### config.mk
export PLATFORM = sky130hd
export DESIGN_NAME = wb_arbiter_flat
export DESIGN_NICKNAME = d
export VERILOG_FILES = /design/src/rtl/wb_arbiter_if.sv /design/src/rtl/wb_arbiter.sv /design/src/flat_wrapper.sv
export SDC_FILE = /design/constraint.sdc
export NUM_CORES = 2
export LEC_CHECK = 0
export ABC_AREA = 1
export BUFFER_PORTS_ARGS = -buffer_cell sky130_fd_sc_hd__buf_2
export CORE_AREA = 3 3 290 292
export DETAILED_ROUTE_END_ITERATION = 12
export DIE_AREA = 0 0 293 295
export PLACE_DENSITY = 0.85
export SYNTH_ARGS = -nofsm -noshare
export SYNTH_HDL_FRONTEND = slang
export SYNTH_SLANG_ARGS = --single-unit
### constraint.sdc
create_clock -name i_clk -period 16.6 [get_ports i_clk]
set_input_delay 1.66 -clock i_clk [delete_from_list [all_inputs] [get_ports i_clk]]
set_output_delay 1.66 -clock i_clk [all_outputs]
set_load 0.02 [all_outputs]
### src/rtl/wb_arbiter_if.sv
// Bundle of the six result-source handshakes and the four register-file write
// ports between the execution units and the writeback arbiter.
interface wb_arbiter_if #(
    parameter int WIDTH = 5
);
    logic             i_valid0, i_valid1, i_valid2, i_valid3, i_valid4, i_valid5;
    logic             o_ready0, o_ready1, o_ready2, o_ready3, o_ready4, o_ready5;
    logic [WIDTH-1:0] i_addr0, i_addr1, i_addr2, i_addr3, i_addr4, i_addr5;
    logic [31:0]      i_data0, i_data1, i_data2, i_data3, i_data4, i_data5;
    logic             o_we0, o_we1, o_we2, o_we3;
    logic [WIDTH-1:0] o_waddr0, o_waddr1, o_waddr2, o_waddr3;
    logic [31:0]      o_wdata0, o_wdata1, o_wdata2, o_wdata3;
    logic             o_idle;

    modport master (
        output i_valid0, i_valid1, i_valid2, i_valid3, i_valid4, i_valid5,
        output i_addr0, i_addr1, i_addr2, i_addr3, i_addr4, i_addr5,
        output i_data0, i_data1, i_data2, i_data3, i_data4, i_data5,
        input  o_ready0, o_ready1, o_ready2, o_ready3, o_ready4, o_ready5,
        input  o_we0, o_we1, o_we2, o_we3,
        input  o_waddr0, o_waddr1, o_waddr2, o_waddr3,
        input  o_wdata0, o_wdata1, o_wdata2, o_wdata3,
        input  o_idle
    );

    modport slave (
        input  i_valid0, i_valid1, i_valid2, i_valid3, i_valid4, i_valid5,
        input  i_addr0, i_addr1, i_addr2, i_addr3, i_addr4, i_addr5,
        input  i_data0, i_data1, i_data2, i_data3, i_data4, i_data5,
        output o_ready0, o_ready1, o_ready2, o_ready3, o_ready4, o_ready5,
        output o_we0, o_we1, o_we2, o_we3,
        output o_waddr0, o_waddr1, o_waddr2, o_waddr3,
        output o_wdata0, o_wdata1, o_wdata2, o_wdata3,
        output o_idle
    );
endinterface

### src/rtl/wb_arbiter.sv
// Writeback arbiter: six per-source FIFOs drained onto four register-file write
// ports with rotating priority and same-address conflict deferral.
module wb_arbiter #(
    parameter int WIDTH = 5,
    parameter int DEPTH = 2
) (
    input  logic        i_clk,
    input  logic        i_rst,
    wb_arbiter_if.slave bus
);
    localparam int NSRC  = 6;
    localparam int NPORT = 4;
    localparam int PW    = $clog2(DEPTH);
    localparam int CW    = $clog2(DEPTH + 1);

    logic [NSRC-1:0]  valid, ready, push, pop;
    logic [WIDTH-1:0] in_addr [NSRC];
    logic [31:0]      in_data [NSRC];

    assign valid = {bus.i_valid5, bus.i_valid4, bus.i_valid3,
                    bus.i_valid2, bus.i_valid1, bus.i_valid0};
    assign in_addr[0] = bus.i_addr0;  assign in_data[0] = bus.i_data0;
    assign in_addr[1] = bus.i_addr1;  assign in_data[1] = bus.i_data1;
    assign in_addr[2] = bus.i_addr2;  assign in_data[2] = bus.i_data2;
    assign in_addr[3] = bus.i_addr3;  assign in_data[3] = bus.i_data3;
    assign in_addr[4] = bus.i_addr4;  assign in_data[4] = bus.i_data4;
    assign in_addr[5] = bus.i_addr5;  assign in_data[5] = bus.i_data5;

    logic [WIDTH-1:0] mem_addr  [NSRC][DEPTH];
    logic [31:0]      mem_data  [NSRC][DEPTH];
    logic [PW-1:0]    wptr      [NSRC];
    logic [PW-1:0]    rptr      [NSRC];
    logic [CW-1:0]    cnt       [NSRC];
    logic [WIDTH-1:0] head_addr [NSRC];
    logic [31:0]      head_data [NSRC];

    // Ready depends only on the registered count, so a full FIFO stays closed
    // even on a cycle where it is also being drained.
    always_comb begin
        for (int s = 0; s < NSRC; s++) begin
            ready[s]     = (cnt[s] < CW'(DEPTH));
            push[s]      = valid[s] & ready[s];
            head_addr[s] = mem_addr[s][rptr[s]];
            head_data[s] = mem_data[s][rptr[s]];
        end
    end

    assign bus.o_ready0 = ready[0];
    assign bus.o_ready1 = ready[1];
    assign bus.o_ready2 = ready[2];
    assign bus.o_ready3 = ready[3];
    assign bus.o_ready4 = ready[4];
    assign bus.o_ready5 = ready[5];

    logic [2:0]       rr, rr_next, ngrant, scan_src;
    logic [3:0]       scan_sum;
    logic             conflict;
    logic [NPORT-1:0] sel_vld, sel_we;
    logic [WIDTH-1:0] sel_addr [NPORT];
    logic [31:0]      sel_data [NPORT];

    // p0: scan heads from rr; grants fill ports in scan order.
    always_comb begin
        pop      = '0;
        ngrant   = '0;
        rr_next  = rr;
        sel_vld  = '0;
        sel_we   = '0;
        scan_sum = '0;
        scan_src = '0;
        conflict = 1'b0;
        for (int k = 0; k < NPORT; k++) begin
            sel_addr[k] = '0;
            sel_data[k] = '0;
        end
        for (int i = 0; i < NSRC; i++) begin
            scan_sum = {1'b0, rr} + 4'(i);
            if (scan_sum >= 4'd6) scan_sum = scan_sum - 4'd6;
            scan_src = scan_sum[2:0];
            conflict = 1'b0;
            // Only real writes (nonzero address) can block a later head.
            for (int j = 0; j < NPORT; j++)
                if (sel_vld[j] && sel_we[j] && sel_addr[j] == head_addr[scan_src])
                    conflict = 1'b1;
            if (cnt[scan_src] != '0 && ngrant < 3'd4 && !conflict) begin
                pop[scan_src]           = 1'b1;
                sel_vld[ngrant[1:0]]    = 1'b1;
                sel_we[ngrant[1:0]]     = |head_addr[scan_src];
                sel_addr[ngrant[1:0]]   = head_addr[scan_src];
                sel_data[ngrant[1:0]]   = head_data[scan_src];
                ngrant                  = ngrant + 3'd1;
                rr_next                 = (scan_src == 3'd5) ? 3'd0 : scan_src + 3'd1;
            end
        end
    end

    always_ff @(posedge i_clk) begin
        if (i_rst) begin
            rr <= '0;
            for (int s = 0; s < NSRC; s++) begin
                wptr[s] <= '0;
                rptr[s] <= '0;
                cnt[s]  <= '0;
            end
        end else begin
            rr <= rr_next;
            for (int s = 0; s < NSRC; s++) begin
                if (push[s]) wptr[s] <= wptr[s] + PW'(1);
                if (pop[s])  rptr[s] <= rptr[s] + PW'(1);
                cnt[s] <= cnt[s] + CW'(push[s]) - CW'(pop[s]);
            end
        end
    end

    always_ff @(posedge i_clk) begin
        for (int s = 0; s < NSRC; s++) begin
            if (push[s]) begin
                mem_addr[s][wptr[s]] <= in_addr[s];
                mem_data[s][wptr[s]] <= in_data[s];
            end
        end
    end

    // p1: granted slots, one cycle before they reach the write ports.
    logic [NPORT-1:0] vld_p1, we_p1;
    logic [WIDTH-1:0] addr_p1 [NPORT];
    logic [31:0]      data_p1 [NPORT];

    always_ff @(posedge i_clk) begin
        if (i_rst) vld_p1 <= '0;
        else       vld_p1 <= sel_vld;
    end

    always_ff @(posedge i_clk) begin
        for (int k = 0; k < NPORT; k++) begin
            if (sel_vld[k]) begin
                we_p1[k]   <= sel_we[k];
                addr_p1[k] <= sel_addr[k];
                data_p1[k] <= sel_data[k];
            end
        end
    end

    // p2: register-file write ports; unused ports hold their last addr/data.
    logic [NPORT-1:0] we_p2;
    logic [WIDTH-1:0] waddr_p2 [NPORT];
    logic [31:0]      wdata_p2 [NPORT];

    always_ff @(posedge i_clk) begin
        if (i_rst) begin
            we_p2 <= '0;
            for (int k = 0; k < NPORT; k++) begin
                waddr_p2[k] <= '0;
                wdata_p2[k] <= '0;
            end
        end else begin
            for (int k = 0; k < NPORT; k++) begin
                if (vld_p1[k]) begin
                    we_p2[k]    <= we_p1[k];
                    waddr_p2[k] <= addr_p1[k];
                    wdata_p2[k] <= data_p1[k];
                end else begin
                    we_p2[k] <= 1'b0;
                end
            end
        end
    end

    assign bus.o_we0 = we_p2[0];  assign bus.o_waddr0 = waddr_p2[0];  assign bus.o_wdata0 = wdata_p2[0];
    assign bus.o_we1 = we_p2[1];  assign bus.o_waddr1 = waddr_p2[1];  assign bus.o_wdata1 = wdata_p2[1];
    assign bus.o_we2 = we_p2[2];  assign bus.o_waddr2 = waddr_p2[2];  assign bus.o_wdata2 = wdata_p2[2];
    assign bus.o_we3 = we_p2[3];  assign bus.o_waddr3 = waddr_p2[3];  assign bus.o_wdata3 = wdata_p2[3];

    // Idle also waits for granted slots still in flight between p0 and p2.
    logic idle;
    always_comb begin
        idle = ~|we_p2 & ~|vld_p1;
        for (int s = 0; s < NSRC; s++)
            if (cnt[s] != '0) idle = 1'b0;
    end

    assign bus.o_idle = idle;
endmodule

### src/flat_wrapper.sv
// flat-port wrapper written by rule: the top's interface ports become plain ports
module wb_arbiter_flat 
#(
    parameter int WIDTH = 5,
    parameter int DEPTH = 2
)
  (i_clk, i_rst, bus_i_valid0, bus_i_valid1, bus_i_valid2, bus_i_valid3, bus_i_valid4, bus_i_valid5, bus_i_addr0, bus_i_addr1, bus_i_addr2, bus_i_addr3, bus_i_addr4, bus_i_addr5, bus_i_data0, bus_i_data1, bus_i_data2, bus_i_data3, bus_i_data4, bus_i_data5, bus_o_ready0, bus_o_ready1, bus_o_ready2, bus_o_ready3, bus_o_ready4, bus_o_ready5, bus_o_we0, bus_o_we1, bus_o_we2, bus_o_we3, bus_o_waddr0, bus_o_waddr1, bus_o_waddr2, bus_o_waddr3, bus_o_wdata0, bus_o_wdata1, bus_o_wdata2, bus_o_wdata3, bus_o_idle);
  wb_arbiter_if #(.WIDTH(WIDTH)) bus_i ();
  input  logic i_clk;
  input  logic i_rst;
  input wire logic [$bits(bus_i.i_valid0)-1:0] bus_i_valid0;
  input wire logic [$bits(bus_i.i_valid1)-1:0] bus_i_valid1;
  input wire logic [$bits(bus_i.i_valid2)-1:0] bus_i_valid2;
  input wire logic [$bits(bus_i.i_valid3)-1:0] bus_i_valid3;
  input wire logic [$bits(bus_i.i_valid4)-1:0] bus_i_valid4;
  input wire logic [$bits(bus_i.i_valid5)-1:0] bus_i_valid5;
  input wire logic [$bits(bus_i.i_addr0)-1:0] bus_i_addr0;
  input wire logic [$bits(bus_i.i_addr1)-1:0] bus_i_addr1;
  input wire logic [$bits(bus_i.i_addr2)-1:0] bus_i_addr2;
  input wire logic [$bits(bus_i.i_addr3)-1:0] bus_i_addr3;
  input wire logic [$bits(bus_i.i_addr4)-1:0] bus_i_addr4;
  input wire logic [$bits(bus_i.i_addr5)-1:0] bus_i_addr5;
  input wire logic [$bits(bus_i.i_data0)-1:0] bus_i_data0;
  input wire logic [$bits(bus_i.i_data1)-1:0] bus_i_data1;
  input wire logic [$bits(bus_i.i_data2)-1:0] bus_i_data2;
  input wire logic [$bits(bus_i.i_data3)-1:0] bus_i_data3;
  input wire logic [$bits(bus_i.i_data4)-1:0] bus_i_data4;
  input wire logic [$bits(bus_i.i_data5)-1:0] bus_i_data5;
  output wire logic [$bits(bus_i.o_ready0)-1:0] bus_o_ready0;
  output wire logic [$bits(bus_i.o_ready1)-1:0] bus_o_ready1;
  output wire logic [$bits(bus_i.o_ready2)-1:0] bus_o_ready2;
  output wire logic [$bits(bus_i.o_ready3)-1:0] bus_o_ready3;
  output wire logic [$bits(bus_i.o_ready4)-1:0] bus_o_ready4;
  output wire logic [$bits(bus_i.o_ready5)-1:0] bus_o_ready5;
  output wire logic [$bits(bus_i.o_we0)-1:0] bus_o_we0;
  output wire logic [$bits(bus_i.o_we1)-1:0] bus_o_we1;
  output wire logic [$bits(bus_i.o_we2)-1:0] bus_o_we2;
  output wire logic [$bits(bus_i.o_we3)-1:0] bus_o_we3;
  output wire logic [$bits(bus_i.o_waddr0)-1:0] bus_o_waddr0;
  output wire logic [$bits(bus_i.o_waddr1)-1:0] bus_o_waddr1;
  output wire logic [$bits(bus_i.o_waddr2)-1:0] bus_o_waddr2;
  output wire logic [$bits(bus_i.o_waddr3)-1:0] bus_o_waddr3;
  output wire logic [$bits(bus_i.o_wdata0)-1:0] bus_o_wdata0;
  output wire logic [$bits(bus_i.o_wdata1)-1:0] bus_o_wdata1;
  output wire logic [$bits(bus_i.o_wdata2)-1:0] bus_o_wdata2;
  output wire logic [$bits(bus_i.o_wdata3)-1:0] bus_o_wdata3;
  output wire logic [$bits(bus_i.o_idle)-1:0] bus_o_idle;
  assign bus_i.i_valid0 = bus_i_valid0;
  assign bus_i.i_valid1 = bus_i_valid1;
  assign bus_i.i_valid2 = bus_i_valid2;
  assign bus_i.i_valid3 = bus_i_valid3;
  assign bus_i.i_valid4 = bus_i_valid4;
  assign bus_i.i_valid5 = bus_i_valid5;
  assign bus_i.i_addr0 = bus_i_addr0;
  assign bus_i.i_addr1 = bus_i_addr1;
  assign bus_i.i_addr2 = bus_i_addr2;
  assign bus_i.i_addr3 = bus_i_addr3;
  assign bus_i.i_addr4 = bus_i_addr4;
  assign bus_i.i_addr5 = bus_i_addr5;
  assign bus_i.i_data0 = bus_i_data0;
  assign bus_i.i_data1 = bus_i_data1;
  assign bus_i.i_data2 = bus_i_data2;
  assign bus_i.i_data3 = bus_i_data3;
  assign bus_i.i_data4 = bus_i_data4;
  assign bus_i.i_data5 = bus_i_data5;
  assign bus_o_ready0 = bus_i.o_ready0;
  assign bus_o_ready1 = bus_i.o_ready1;
  assign bus_o_ready2 = bus_i.o_ready2;
  assign bus_o_ready3 = bus_i.o_ready3;
  assign bus_o_ready4 = bus_i.o_ready4;
  assign bus_o_ready5 = bus_i.o_ready5;
  assign bus_o_we0 = bus_i.o_we0;
  assign bus_o_we1 = bus_i.o_we1;
  assign bus_o_we2 = bus_i.o_we2;
  assign bus_o_we3 = bus_i.o_we3;
  assign bus_o_waddr0 = bus_i.o_waddr0;
  assign bus_o_waddr1 = bus_i.o_waddr1;
  assign bus_o_waddr2 = bus_i.o_waddr2;
  assign bus_o_waddr3 = bus_i.o_waddr3;
  assign bus_o_wdata0 = bus_i.o_wdata0;
  assign bus_o_wdata1 = bus_i.o_wdata1;
  assign bus_o_wdata2 = bus_i.o_wdata2;
  assign bus_o_wdata3 = bus_i.o_wdata3;
  assign bus_o_idle = bus_i.o_idle;
  wb_arbiter #(.WIDTH(WIDTH), .DEPTH(DEPTH)) u_core (.i_clk(i_clk), .i_rst(i_rst), .bus(bus_i));
endmodule
==> flow_summary.ini <==
[sta]
setup_viol = 0
relSlewSlack_pct = 18.9
max_freq_mhz = 70.0
finalHoldViolCount = 0
period_minus_slack_ns = 14.29
maxSlewViolCount = 0
worstMarginPinSlew_ns = 1.22
finClkSkew_ns = 0.0585
holdWs_ns = 0.485
fin_crit_sh_pct = 86.1
rsz0062_at_grt = false
setup_tns_ns = 0

[flow_run]
max-cap-violations = 0

[synthesis]
ys_seq_area_share_pct = 51.6
ys_ff_latch = 779
synth_ff_type = edfxtp_1
ys_types = 56
syn_inst = 5435
yosys_warnings = 0
synth.avg_cell_area_um2 = 8.26
async_reset_ff_share_pct = 0
synth-edff-count = 756
syn-num-nets = 5694
syn-cell-area_um2 = 44900

[grt]
grt_pass1_vias = 37500
overflow = 0
grtUsageTotal_pct = 37.3
grt_max_degree = 267
grt_pass1_wl_um = 241000
antenna_found_initial = 0

[drt]
drt-initial-drc-count = 7510
post_drt_wl_per_cell_um = 24.7
drc = 0
ant_nets = 0
vias = 41900
vias_per_cell = 6.20
wirelength_um = 167000
first_pass_iters = 11

[cells_and_area]
final_nets = 5882
syn_to_final_growth_pct = 11.8
fill_cells = 6699
final_util_pct = 61.3
num_antenna_cells = 0
drive_above_1_share_pct = 11.7

[worst_setup_path]
worstPathArrival_ns = 14.54
worstSetupPathType = reg2reg
worstPathMaxFanout = 78
startpoint_type = flip-flop
reg2reg_to = u_core.data_p1[1][29]$_DFFE_PP_
r2r_setup_slack_ns = 2.31
worstPathRequired_ns = 16.85
cp_slowest_cell = nand2_2
path_buf_inv = 10
r2r_cells = 49
crit_path_max_incr_delay_ns = 0.87
crit_family = simple AND/OR/NAND/NOR gates
crit_path_end_kind = flip-flop
r2r_start = u_core.rr[1]$_SDFFE_PP0P_
cp_common_cell = nand2_1

[hold_path]
holdCritPathClass = reg2reg
hold_end = u_core.we_p2[0]$_SDFF_PN0_
min_from = u_core.we_p1[0]$_DFFE_PP_
holdPathStages = 2

[place]
globalplace.congestion = 1.04
dp_hpwl_um = 123000
portBuffers = 388

[clocking]
clockBufferDepth = 3
cts_made_buffers = 79
postCtsSetupBuffers = 0
insertion_delay_ns = 0.66
ctsRootBufferMaster = clkbuf_16
cts_num_sinks = 779
cts_resized = 0
cts_max_level = 3
cts_tree = yes
path_clk_slew_ns = 0.07
cts_hold_buf = 0

[floorplan]
rows = 105
dieArea_um2 = 86400
start_util_pct = 54.8
chipWidth_um = 293
num_io_pins = 389
core-area_um2 = 81800
die_h_um = 295

[status]
status = finished, final reports clean
worst min-delay path, stage by stage, from the launching register on:
cell and delay, ns:
edfxtp_1 0.33, inv_1 0.04, nor2_1 0.08
cell type report:
type                    instances  area (µm²)  area share, %
well taps                    1070        1340           2.67
clock inverters                55         766           1.53
inverters                     542        2040           4.07
multi-input cells            3766       18300           36.6
flip-flops and latches        779       23200           46.2
clock buffers                  93        2040           4.07
repair buffers                455        2470           4.92
kinds of logic (layout without fill, tap and decap cells):
| logic type | after synthesis | after routing | share of synthesized area [%] |
|---|---|---|---|
| adder cells (fa/ha/maj) | 29 | 29 | 0.809 |
| AND/OR/NAND/NOR | 2474 | 2474 | 22.4 |
| buffers and inverters | 890 | 1145 | 7.92 |
| flip-flops | 779 | 779 | 51.6 |
| XOR/XNOR | 13 | 13 | 0.254 |
| AO/OA/AOI/OAI | 1122 | 1122 | 14.2 |
| multiplexers | 128 | 128 | 2.86 |
worst max path at each step:
stage                               from                         endpoint  slack (ns)  cells past startpoint
6_report       u_core.rr[1]$_SDFFE_PP0P_  u_core.data_p1[1][29]$_DFFE_PP_        2.31                     49
5_1_grt        u_core.rr[1]$_SDFFE_PP0P_  u_core.data_p1[1][29]$_DFFE_PP_        1.28                     49
4_1_cts        u_core.rr[1]$_SDFFE_PP0P_  u_core.data_p1[1][24]$_DFFE_PP_        2.68                     49
2_1_floorplan  u_core.rr[0]$_SDFFE_PP0P_   u_core.addr_p1[2][0]$_DFFE_PP_        7.46                     61
3_3_place_gp   u_core.rr[1]$_SDFFE_PP0P_  u_core.data_p1[1][10]$_DFFE_PP_        3.22                     49
3_5_place_dp   u_core.rr[1]$_SDFFE_PP0P_  u_core.data_p1[1][10]$_DFFE_PP_        2.75                     49
metal layers:
metal  vias to the layer above  part of all wire, %  track usage (%)
met2                      3314                   42             54.2
met3                       347                   16             13.5
li1                      18800                    -                -
met1                     19400                   39             52.6
met4                         2                  3.5             11.4
met5                         -                0.016                0
synthesized netlist by cell type (all sizes together) (3+ instances only):
cell type,instances,area [µm²]
clkinv,7,26.3
edfxtp,756,22700
a221oi,34,298
clkbuf,234,878
mux2i,128,1280
o211ai,43,328
nand4,38,238
o221ai,33,289
or2,3,18.8
nor3,18,90.1
o2111ai,24,210
buf,114,639
and2,7,43.8
inv,535,2010
o311ai,13,114
nand3,348,1810
and3,3,18.8
o21ai,501,2510
o31ai,4,30.0
nor4,3,18.8
o41ai,12,105
ha,29,363
nor2,633,2410
nand3b,4,30.0
dfxtp,23,460
a31oi,50,313
o22ai,52,325
a21oi,344,1730
o21a,3,22.5
nand2,1414,5340
xor2,12,105
state kept, by name, indices dropped and copies added, names as in the netlist:
| register | cells |
|---|---|
| u_core.waddr_p2 | 20 |
| u_core.mem_addr | 60 |
| u_core.vld_p1 | 4 |
| u_core.wptr | 6 |
| u_core.rptr | 6 |
| u_core.we_p1 | 4 |
| u_core.mem_data | 384 |
| u_core.data_p1 | 128 |
| u_core.rr | 3 |
| u_core.cnt | 12 |
| u_core.addr_p1 | 20 |
| u_core.we_p2 | 4 |
| u_core.wdata_p2 | 128 |
cell usage in the layout, fill, tap and decap left out, types with 4 or more instances in the layout:
cell	count
inv_2	22
buf_2	388
o22ai_1	52
nand3_2	9
inv_1	512
clkinv_1	22
and2_1	5
o221ai_1	33
edfxtp_1	756
o311ai_0	13
o211ai_1	42
a221oi_1	34
a21oi_1	343
o21ai_0	477
nor2_1	603
o2111ai_1	24
clkinv_16	4
o21ai_1	22
clkbuf_16	79
mux2i_1	128
nand3_1	336
xor2_1	12
nand3b_1	4
a31oi_1	50
clkbuf_1	13
nand4_1	38
nor2_4	23
dfxtp_1	22
nand2_2	15
o31ai_1	4
bufinv_16	14
buf_4	65
nand2_1	1397
clkinvlp_4	4
o41ai_1	12
clkinv_2	11
ha_1	29
nor2_2	7
nor3_1	18
stage by stage:
stage | setup WS [ns] | instances | area [µm²]
floorplan | 7.46 | 5435 | 44900
global route | 1.28 | 6760 | 50200
global placement | 3.22 | 6612 | 47400
finish | 2.31 | 6760 | 50200
detailed placement | 2.75 | 6612 | 47400
CTS | 2.68 | 6760 | 50200
Power is left out: the tool's default activity adds up to more than one toggle a clock period on the data nets, which glitch-free logic cannot reach.
